[src/rtl/pacman_pkg.sv]
// Shared pacman game definitions: life FSM state encoding, lives width and default frame counts.
// Used by the collision handler as well as the sprite and score blocks.
package pacman_pkg;

   localparam int unsigned LIVES_W          = 2;
   localparam int unsigned DEF_START_LIVES  = 3;
   localparam int unsigned DEF_DEATH_FRAMES = 60;
   localparam int unsigned DEF_GRACE_FRAMES = 120;

   typedef enum logic [1:0] {
      StPlay     = 2'd0,
      StDying    = 2'd1,
      StGrace    = 2'd2,
      StGameOver = 2'd3
   } state_e;

endpackage

[src/rtl/frame_counter.sv]
// Loadable frame down-counter: decrements on frame_tick, holds at zero, load wins over tick.
module frame_counter #(
   parameter int unsigned WIDTH = 8
) (
   input  logic             clk,
   input  logic             rst_n,
   input  logic             load,
   input  logic [WIDTH-1:0] load_val,
   input  logic             tick,
   output logic             zero
);

   logic [WIDTH-1:0] cnt_q, cnt_d;

   always_comb begin
      cnt_d = cnt_q;
      if (load) begin
         cnt_d = load_val;
      end else if (tick && (cnt_q != '0)) begin
         cnt_d = cnt_q - WIDTH'(1);
      end
   end

   always_ff @(posedge clk) begin
      if (!rst_n) begin
         cnt_q <= '0;
      end else begin
         cnt_q <= cnt_d;
      end
   end

   assign zero = (cnt_q == '0);

endmodule

[src/rtl/collision_handler.sv]
// Pacman collision handler: edge-detects col and runs the PLAY/DYING/GRACE/GAME_OVER life FSM.
// The respawn immunity window (GRACE, immune output) is built only when COLLISION_GRACE_EN is defined.
module collision_handler
   import pacman_pkg::*;
#(
   parameter int unsigned START_LIVES  = DEF_START_LIVES,
   parameter int unsigned DEATH_FRAMES = DEF_DEATH_FRAMES,
   parameter int unsigned GRACE_FRAMES = DEF_GRACE_FRAMES
) (
   input  logic               clk,
   input  logic               rst_n,
   input  logic               col,
   input  logic               frame_tick,
   input  logic               power_mode,
   input  logic               restart,
   output logic [LIVES_W-1:0] lives,
   output logic               dying,
   output logic               respawn,
   output logic               monster_eaten,
   output logic               game_over,
   output logic               immune
);

   localparam int unsigned MaxFrames = (DEATH_FRAMES > GRACE_FRAMES) ? DEATH_FRAMES : GRACE_FRAMES;
   localparam int unsigned CntW      = $clog2(MaxFrames + 1);

   state_e             state_q, state_d;
   logic [LIVES_W-1:0] lives_q, lives_d;
   logic               col_q, col_event;
   logic               respawn_q, respawn_d;
   logic               eaten_q, eaten_d;
   logic               dying_q, game_over_q;
   logic               cnt_load, cnt_zero;
   logic [CntW-1:0]    cnt_load_val;

   // col_q tracks col in every state so a held overlap never re-fires after respawn.
   assign col_event = col & ~col_q;

   frame_counter #(
      .WIDTH (CntW)
   ) u_frame_counter (
      .clk      (clk),
      .rst_n    (rst_n),
      .load     (cnt_load),
      .load_val (cnt_load_val),
      .tick     (frame_tick),
      .zero     (cnt_zero)
   );

   always_comb begin
      state_d      = state_q;
      lives_d      = lives_q;
      respawn_d    = 1'b0;
      eaten_d      = 1'b0;
      cnt_load     = 1'b0;
      cnt_load_val = CntW'(DEATH_FRAMES);
      unique case (state_q)
         StPlay: begin
            if (col_event) begin
               if (power_mode) begin
                  eaten_d = 1'b1;
               end else begin
                  lives_d  = (lives_q == '0) ? '0 : lives_q - LIVES_W'(1);
                  state_d  = StDying;
                  cnt_load = 1'b1;
               end
            end
         end
         StDying: begin
            if (cnt_zero) begin
               if (lives_q == '0) begin
                  state_d = StGameOver;
               end else begin
                  respawn_d = 1'b1;
`ifdef COLLISION_GRACE_EN
                  state_d      = StGrace;
                  cnt_load     = 1'b1;
                  cnt_load_val = CntW'(GRACE_FRAMES);
`else
                  state_d = StPlay;
`endif
               end
            end
         end
`ifdef COLLISION_GRACE_EN
         StGrace: begin
            if (cnt_zero) begin
               state_d = StPlay;
            end
         end
`endif
         StGameOver: begin
            if (restart) begin
               lives_d   = LIVES_W'(START_LIVES);
               respawn_d = 1'b1;
               state_d   = StPlay;
            end
         end
         default: state_d = StPlay;
      endcase
   end

   always_ff @(posedge clk) begin
      if (!rst_n) begin
         state_q     <= StPlay;
         lives_q     <= LIVES_W'(START_LIVES);
         col_q       <= 1'b0;
         respawn_q   <= 1'b0;
         eaten_q     <= 1'b0;
         dying_q     <= 1'b0;
         game_over_q <= 1'b0;
      end else begin
         state_q     <= state_d;
         lives_q     <= lives_d;
         col_q       <= col;
         respawn_q   <= respawn_d;
         eaten_q     <= eaten_d;
         dying_q     <= (state_d == StDying);
         game_over_q <= (state_d == StGameOver);
      end
   end

`ifdef COLLISION_GRACE_EN
   logic immune_q;

   always_ff @(posedge clk) begin
      if (!rst_n) begin
         immune_q <= 1'b0;
      end else begin
         immune_q <= (state_d == StGrace);
      end
   end

   assign immune = immune_q;
`else
   assign immune = 1'b0;
`endif

   assign lives         = lives_q;
   assign dying         = dying_q;
   assign respawn       = respawn_q;
   assign monster_eaten = eaten_q;
   assign game_over     = game_over_q;

endmodule

[config.mk]
export PLATFORM = sky130hd
export DESIGN_NAME = collision_handler
export DESIGN_NICKNAME = d
export VERILOG_FILES = /design/src/rtl/pacman_pkg.sv /design/src/rtl/frame_counter.sv /design/src/rtl/collision_handler.sv
export SDC_FILE = /design/constraint.sdc
export NUM_CORES = 1
export LEC_CHECK = 0
export BUFFER_PORTS_ARGS = -buffer_cell sky130_fd_sc_hd__buf_2
export CAP_MARGIN = 20
export CORE_ASPECT_RATIO = 1.5
export CORE_MARGIN = 3
export CORE_UTILIZATION = 30
export DETAILED_ROUTE_END_ITERATION = 16
export SYNTH_ARGS = -nofsm -noshare
export SYNTH_HDL_FRONTEND = slang
export SYNTH_SLANG_ARGS = --single-unit
[constraint.sdc]
create_clock -name clk -period 2.1 [get_ports clk]
set_input_delay 0.105 -clock clk [delete_from_list [all_inputs] [get_ports clk]]
set_output_delay 0.105 -clock clk [all_outputs]
set_load 0.02 [all_outputs]
# --- Word-level counts from Yosys, hierarchy flattened ---
# Index checks and enable logic that the tools add are counted.
totals:
  word_cells: 52
  register_bits: 16
  output_inout_bits: 7
classes:
  n_reduce_logical: 10
  n_mux: 21
  n_addsub: 2
  n_bitwise: 3
  n_eq_ne: 7
ops:
  columns: ["operator", "count"]
  rows:
  - ["$mux W2", 9]
  - ["$mux W6", 2]
  - ["$logic_not A7 Y1", 1]
  - ["$mux W1", 7]
  - ["$reduce_bool A7 Y1", 1]
  - ["$sub A7 B1 Y7 const B", 1]
  - ["$ne A2 B2 Y1 const B", 3]
  - ["$pmux W2 S3", 1]
  - ["$eq A2 B1 Y1 const B", 2]
  - ["$eq A2 B2 Y1 const B", 2]
  - ["$logic_not A2 Y1", 2]
  - ["$pmux W2 S2", 1]
  - ["$reduce_and A4 Y1", 1]
  - ["$reduce_bool A2 Y1", 2]
  - ["$reduce_and A3 Y1", 1]
  - ["$not A1 Y1", 2]
  - ["$pmux W1 S2", 1]
  - ["$reduce_or A2 Y1", 1]
  - ["$sub A2 B1 Y2 const B", 1]
  - ["$and A1 B1 Y1", 1]
  - ["$logic_and A1 B1 Y1", 1]

# --- Logic depth before layout (Yosys ltp) ---
logic_depth:
  word_depth: 5
  mapped_depth: 6
  ltp_nobuf: 6

# --- Cells and area by module ---
# From an unflattened synthesis, not the netlist that was laid out.
hier_totals:
  hier_cells: 89
  hier_area_um2: 789.5
by_module_without_submodules:
  columns: ["mod", "area_each_um2", "n_inst", "cells_per_inst", "seq_area_each_um2"]
  rows:
  - ["frame_counter", 419.2, 1, 47, 140.1]
  - ["collision_handler", 370.4, 1, 42, 180.2]

# --- Worst setup path before layout ---
# Ideal clock, no wire load.
synth_path:
  kind: "flip-flop to flip-flop"
  start: "register u_frame_counter.cnt_q[0]"
  end: "register u_frame_counter.cnt_q[5]"
  setup_time_ns: 0.129
  arrival_time_ns: 1.346
  period_less_slack_ns: 1.475
  path_stages_with_launch: 7
  slack_ns: 0.625
  path_cell_list: "dfxtp_1 -> inv_1 -> ha_1 -> or3b_2 -> nand4_1 -> xor2_1 -> a21boi_0"
synth_via:
  elab_chain_len: 3
  word_cells_on_any_way: 6
  cone_classes: "add/sub: 1; mux: 2; reduce/logical: 3"
synth_lines:
  columns: ["item", "line", "text"]
  rows:
  - ["from (decl)", "frame_counter.sv:13", "logic [WIDTH-1:0] cnt_q, cnt_d;"]
  - ["from (signal assigned)", "frame_counter.sv:28", "cnt_q <= cnt_d;"]
  - ["$sub A7 B1 Y7 / $reduce_bool A7 Y1 (equally long branches)", "frame_counter.sv:20, frame_counter.sv:19", null]
  - ["$mux W6 / $logic_and A1 B1 Y1 (equally long branches)", "frame_counter.sv:19", "end else if (tick && (cnt_q != '0)) begin"]
  - ["$mux W6 / $reduce_bool A2 Y1 (equally long branches)", null, null]
# Several ways; a longest one is shown, not always the timed one. The select of a mux whose other input is x is not followed.
# A chain may end at the register's enable or synchronous reset.

# --- Final worst setup path ---
# Ends and elaborated chain as after synthesis.

==> impl_metrics.csv <==
group,metric,value,unit
finish,fin_util,0.3738,
sta,timing.fmax,629.3,MHz
place,io_buffers,11,
power_and_ir_drop,p_switching,0.0002332,W
sta,drv_slew,0,
worst_setup_path,crit_arrival,1.76,ns
yosys,synth_seq_cells,16,
route,ant_nets,0,
power_and_ir_drop,p_comb_frac,0.273,
yosys,ys_async_sr_fraction,0,
clock_tree,clock_sinks,16,
route,wire_per_inst,12.53,um
power_and_ir_drop,power_leakage,0.3175,nW
place,hpwl,1045,um
floorplanning,initial_core_util,0.3292,
worst_setup_path,r2r-end,"u_frame_counter.cnt_q[5]",
global_route,gr-usage-all-layers,0.1125,
worst_setup_path,crit_end,"u_frame_counter.cnt_q[5]",
finish,final_common_cell,"dfxtp_1",
global_route,grt_pass1_wl,2449,um
sta,clock_skew,0.005912,ns
run_status,status,"complete, no violations",
global_route,antenna_found_initial,0,
yosys,ys.warnings.count,0,
sta,setup_viol,0,
worst_setup_path,cp_cell_sequence,"inv_1 -> ha_1 -> or3b_2 -> nand4_1 -> xor2_1 -> a21boi_0",
global_route,overflow,0,
clock_tree,clk_transition_reported_paths,0.09,ns
yosys,synth.cell_area,691.9,sq um
clock_tree,insertion_delay,0.29,ns
flow_run,max_cap_viol_count,0,
yosys,synth.distinct_cells,33,
clock_tree,cts-resized-gates,0,
clock_tree,cts-root-buf,"clkbuf_4",
floorplanning,coreArea,2102,sq um
power_and_ir_drop,p_int,0.0004925,W
worst_setup_path,reg2reg_slack,0.51,ns
floorplanning,die-area,2931,sq um
power_and_ir_drop,clockPowerShare,0.218,
sta,setup_tns,0,ns
sta,min_period_over_period,0.7567,
power_and_ir_drop,p_sw_frac,0.3214,
clock_tree,cts_hold_buf,0,
yosys,synth_area_per_cell,8.986,sq um
power_and_ir_drop,seqPwrFrac,0.509,
route,drt_iter0_markers,8,
worst_setup_path,r2r-start,"u_frame_counter.cnt_q[0]",
min_path,min_path_type,"in -> reg",
route,drt_pass1_iterations,4,
power_and_ir_drop,powerDensity,923.6,nW/um^2
worst_setup_path,crit_cells,6,
worst_setup_path,end_kind,"flip-flop",
worst_setup_path,start_kind,"flip-flop",
clock_tree,cts_max_path_buffers,2,
yosys,synth_ff_type,"dfxtp_1",
floorplanning,fp-row-count,20,
route,drt-total-wl,1391,um
route,vias,600,
place,place_congestion,0.7893,
finish,syn2layout_area_growth,13.56,%
finish,insertedDiodeCount,0,
worst_setup_path,crit_family,"simple AND/OR/NAND/NOR gates",
finish,final_layout_size_suffix_gt1_frac,0.1798,
worst_setup_path,crit_fanout,7,
yosys,synth-edff-count,0,
worst_setup_path,slowest_delay,0.46,ns
yosys,syn_nets,84,
route,drc,0,
yosys,yosysSeqAreaShare,0.4629,
worst_setup_path,worstPathRequired,2.27,ns
yosys,syn_inst,77,
clock_tree,post-cts-setup-buffers,0,
global_route,grt_pass1_vias,571,
floorplanning,die_h,64.82,um
global_route,grt_max_degree,13,
worst_setup_path,critical_path_buf_inv_count,1,
finish,layout_common_cells,"16 x dfxtp_1, 11 x buf_2, 9 x nor2_1",
sta,rsz0062_at_grt,"false",
sta,period_minus_slack,1.589,ns
worst_setup_path,critPathSlowestCell,"or3b_2",
finish,fin_nets,98,
worst_setup_path,crit_type,"reg -> reg",
worst_setup_path,startpoint,"u_frame_counter.cnt_q[0]",
floorplanning,dieWidth,45.21,um
worst_setup_path,reg2reg_depth,6,
floorplanning,io-pin-count,13,
clock_tree,cts_buffers,3,
finish,nFillCells,243,
power_and_ir_drop,irDropWorstVdd,0.4352,mV
clock_tree,cts.htree.levels,1,
sta,hold_violations,0,
route,via_per_inst,5.405,
clock_tree,cts_tree,"yes",
==> through the flow <==
stage	total power (W)	instances	hold WS [ns]	area (sq um)	setup slack [ns]
after global placement	0.0005672	108	0.3252	763.2	0.5619
after floorplan	0.0005287	77	0.2267	691.9	0.6250
after global routing	0.0007796	111	0.04865	785.8	0.3747
after CTS	0.0007342	111	0.03715	785.8	0.5195
final	0.0007258	111	0.04620	785.8	0.5110
after detailed placement	0.0005741	108	0.3337	763.2	0.5418
==> synthesized netlist by cell type (all sizes together), types with 2 or more instances <==
| master | instances | share of area |
|---|---|---|
| o21a | 2 | 0.022 |
| nand2 | 7 | 0.038 |
| nor3 | 3 | 0.029 |
| and3 | 2 | 0.018 |
| a21boi | 2 | 0.022 |
| xnor2 | 2 | 0.025 |
| nand3 | 3 | 0.022 |
| a31oi | 2 | 0.018 |
| dfxtp | 16 | 0.46 |
| o31a | 4 | 0.051 |
| a21oi | 2 | 0.014 |
| and2 | 2 | 0.018 |
| nor2 | 9 | 0.049 |
| inv | 4 | 0.022 |
==> worst min-delay path by stage <==
stage	startpoint	end	slack, ns	cells past startpoint
after floorplan	col	col_q	0.23	1
after global placement	col	col_q	0.33	2
after detailed placement	col	col_q	0.33	2
after CTS	col	col_q	0.04	2
after global routing	col	col_q	0.05	2
final	col	col_q	0.05	2
==> layout make-up <==
type / instances / area, sq um / share of cell area
Timing Repair Buffer: 11 / 55.05 / 0.07006
Inverter: 4 / 15.01 / 0.01911
Multi-Input combinational cell: 55 / 345.3 / 0.4395
Tap cell: 22 / 27.53 / 0.03503
Clock buffer: 3 / 22.52 / 0.02866
Sequential cell: 16 / 320.3 / 0.4076
==> state kept, by name, indices dropped and copies added, names as in the netlist <==
register               count
dying                      1
state_q                    2
lives                      2
monster_eaten              1
respawn                    1
game_over                  1
col_q                      1
u_frame_counter.cnt_q      7
==> power by group through the flow <==
stage	combinational, W	clock, W	sequential (W)
3_3_place_gp	0.000193	0	0.000374
3_5_place_dp	0.000198	0	0.000376
4_1_cts	0.000200	0.000165	0.000369
5_1_grt	0.000227	0.000179	0.000374
6_report	0.000198	0.000158	0.000369
2_1_floorplan	0.000152	0	0.000377
==> layer usage <==
| metal | vias up | global-route usage | share of wire |
|---|---|---|---|
| li1 | 294 | - | - |
| met3 | 5 | 0.01667 | 0.041 |
| met5 | - | 0 | 0 |
| met1 | 286 | 0.1307 | 0.43 |
| met4 | 0 | 0.08791 | 0.036 |
| met2 | 15 | 0.1755 | 0.49 |
==> cells by family (layout without fill, tap and decap cells) <==
family                     after synthesis  count (layout)  synth area share
AOI/OAI and AO/OA                       17              17            0.1863
xor gates and xnor gates                 3               3           0.03798
adders and majority gates                1               1           0.01808
buffers and inverters                    6              18           0.03797
DFF                                     16              16            0.4629
other                                    1               1          0.005420
and+or+nand+nor                         33              33            0.2514
(Power assumes the default switching activity.)
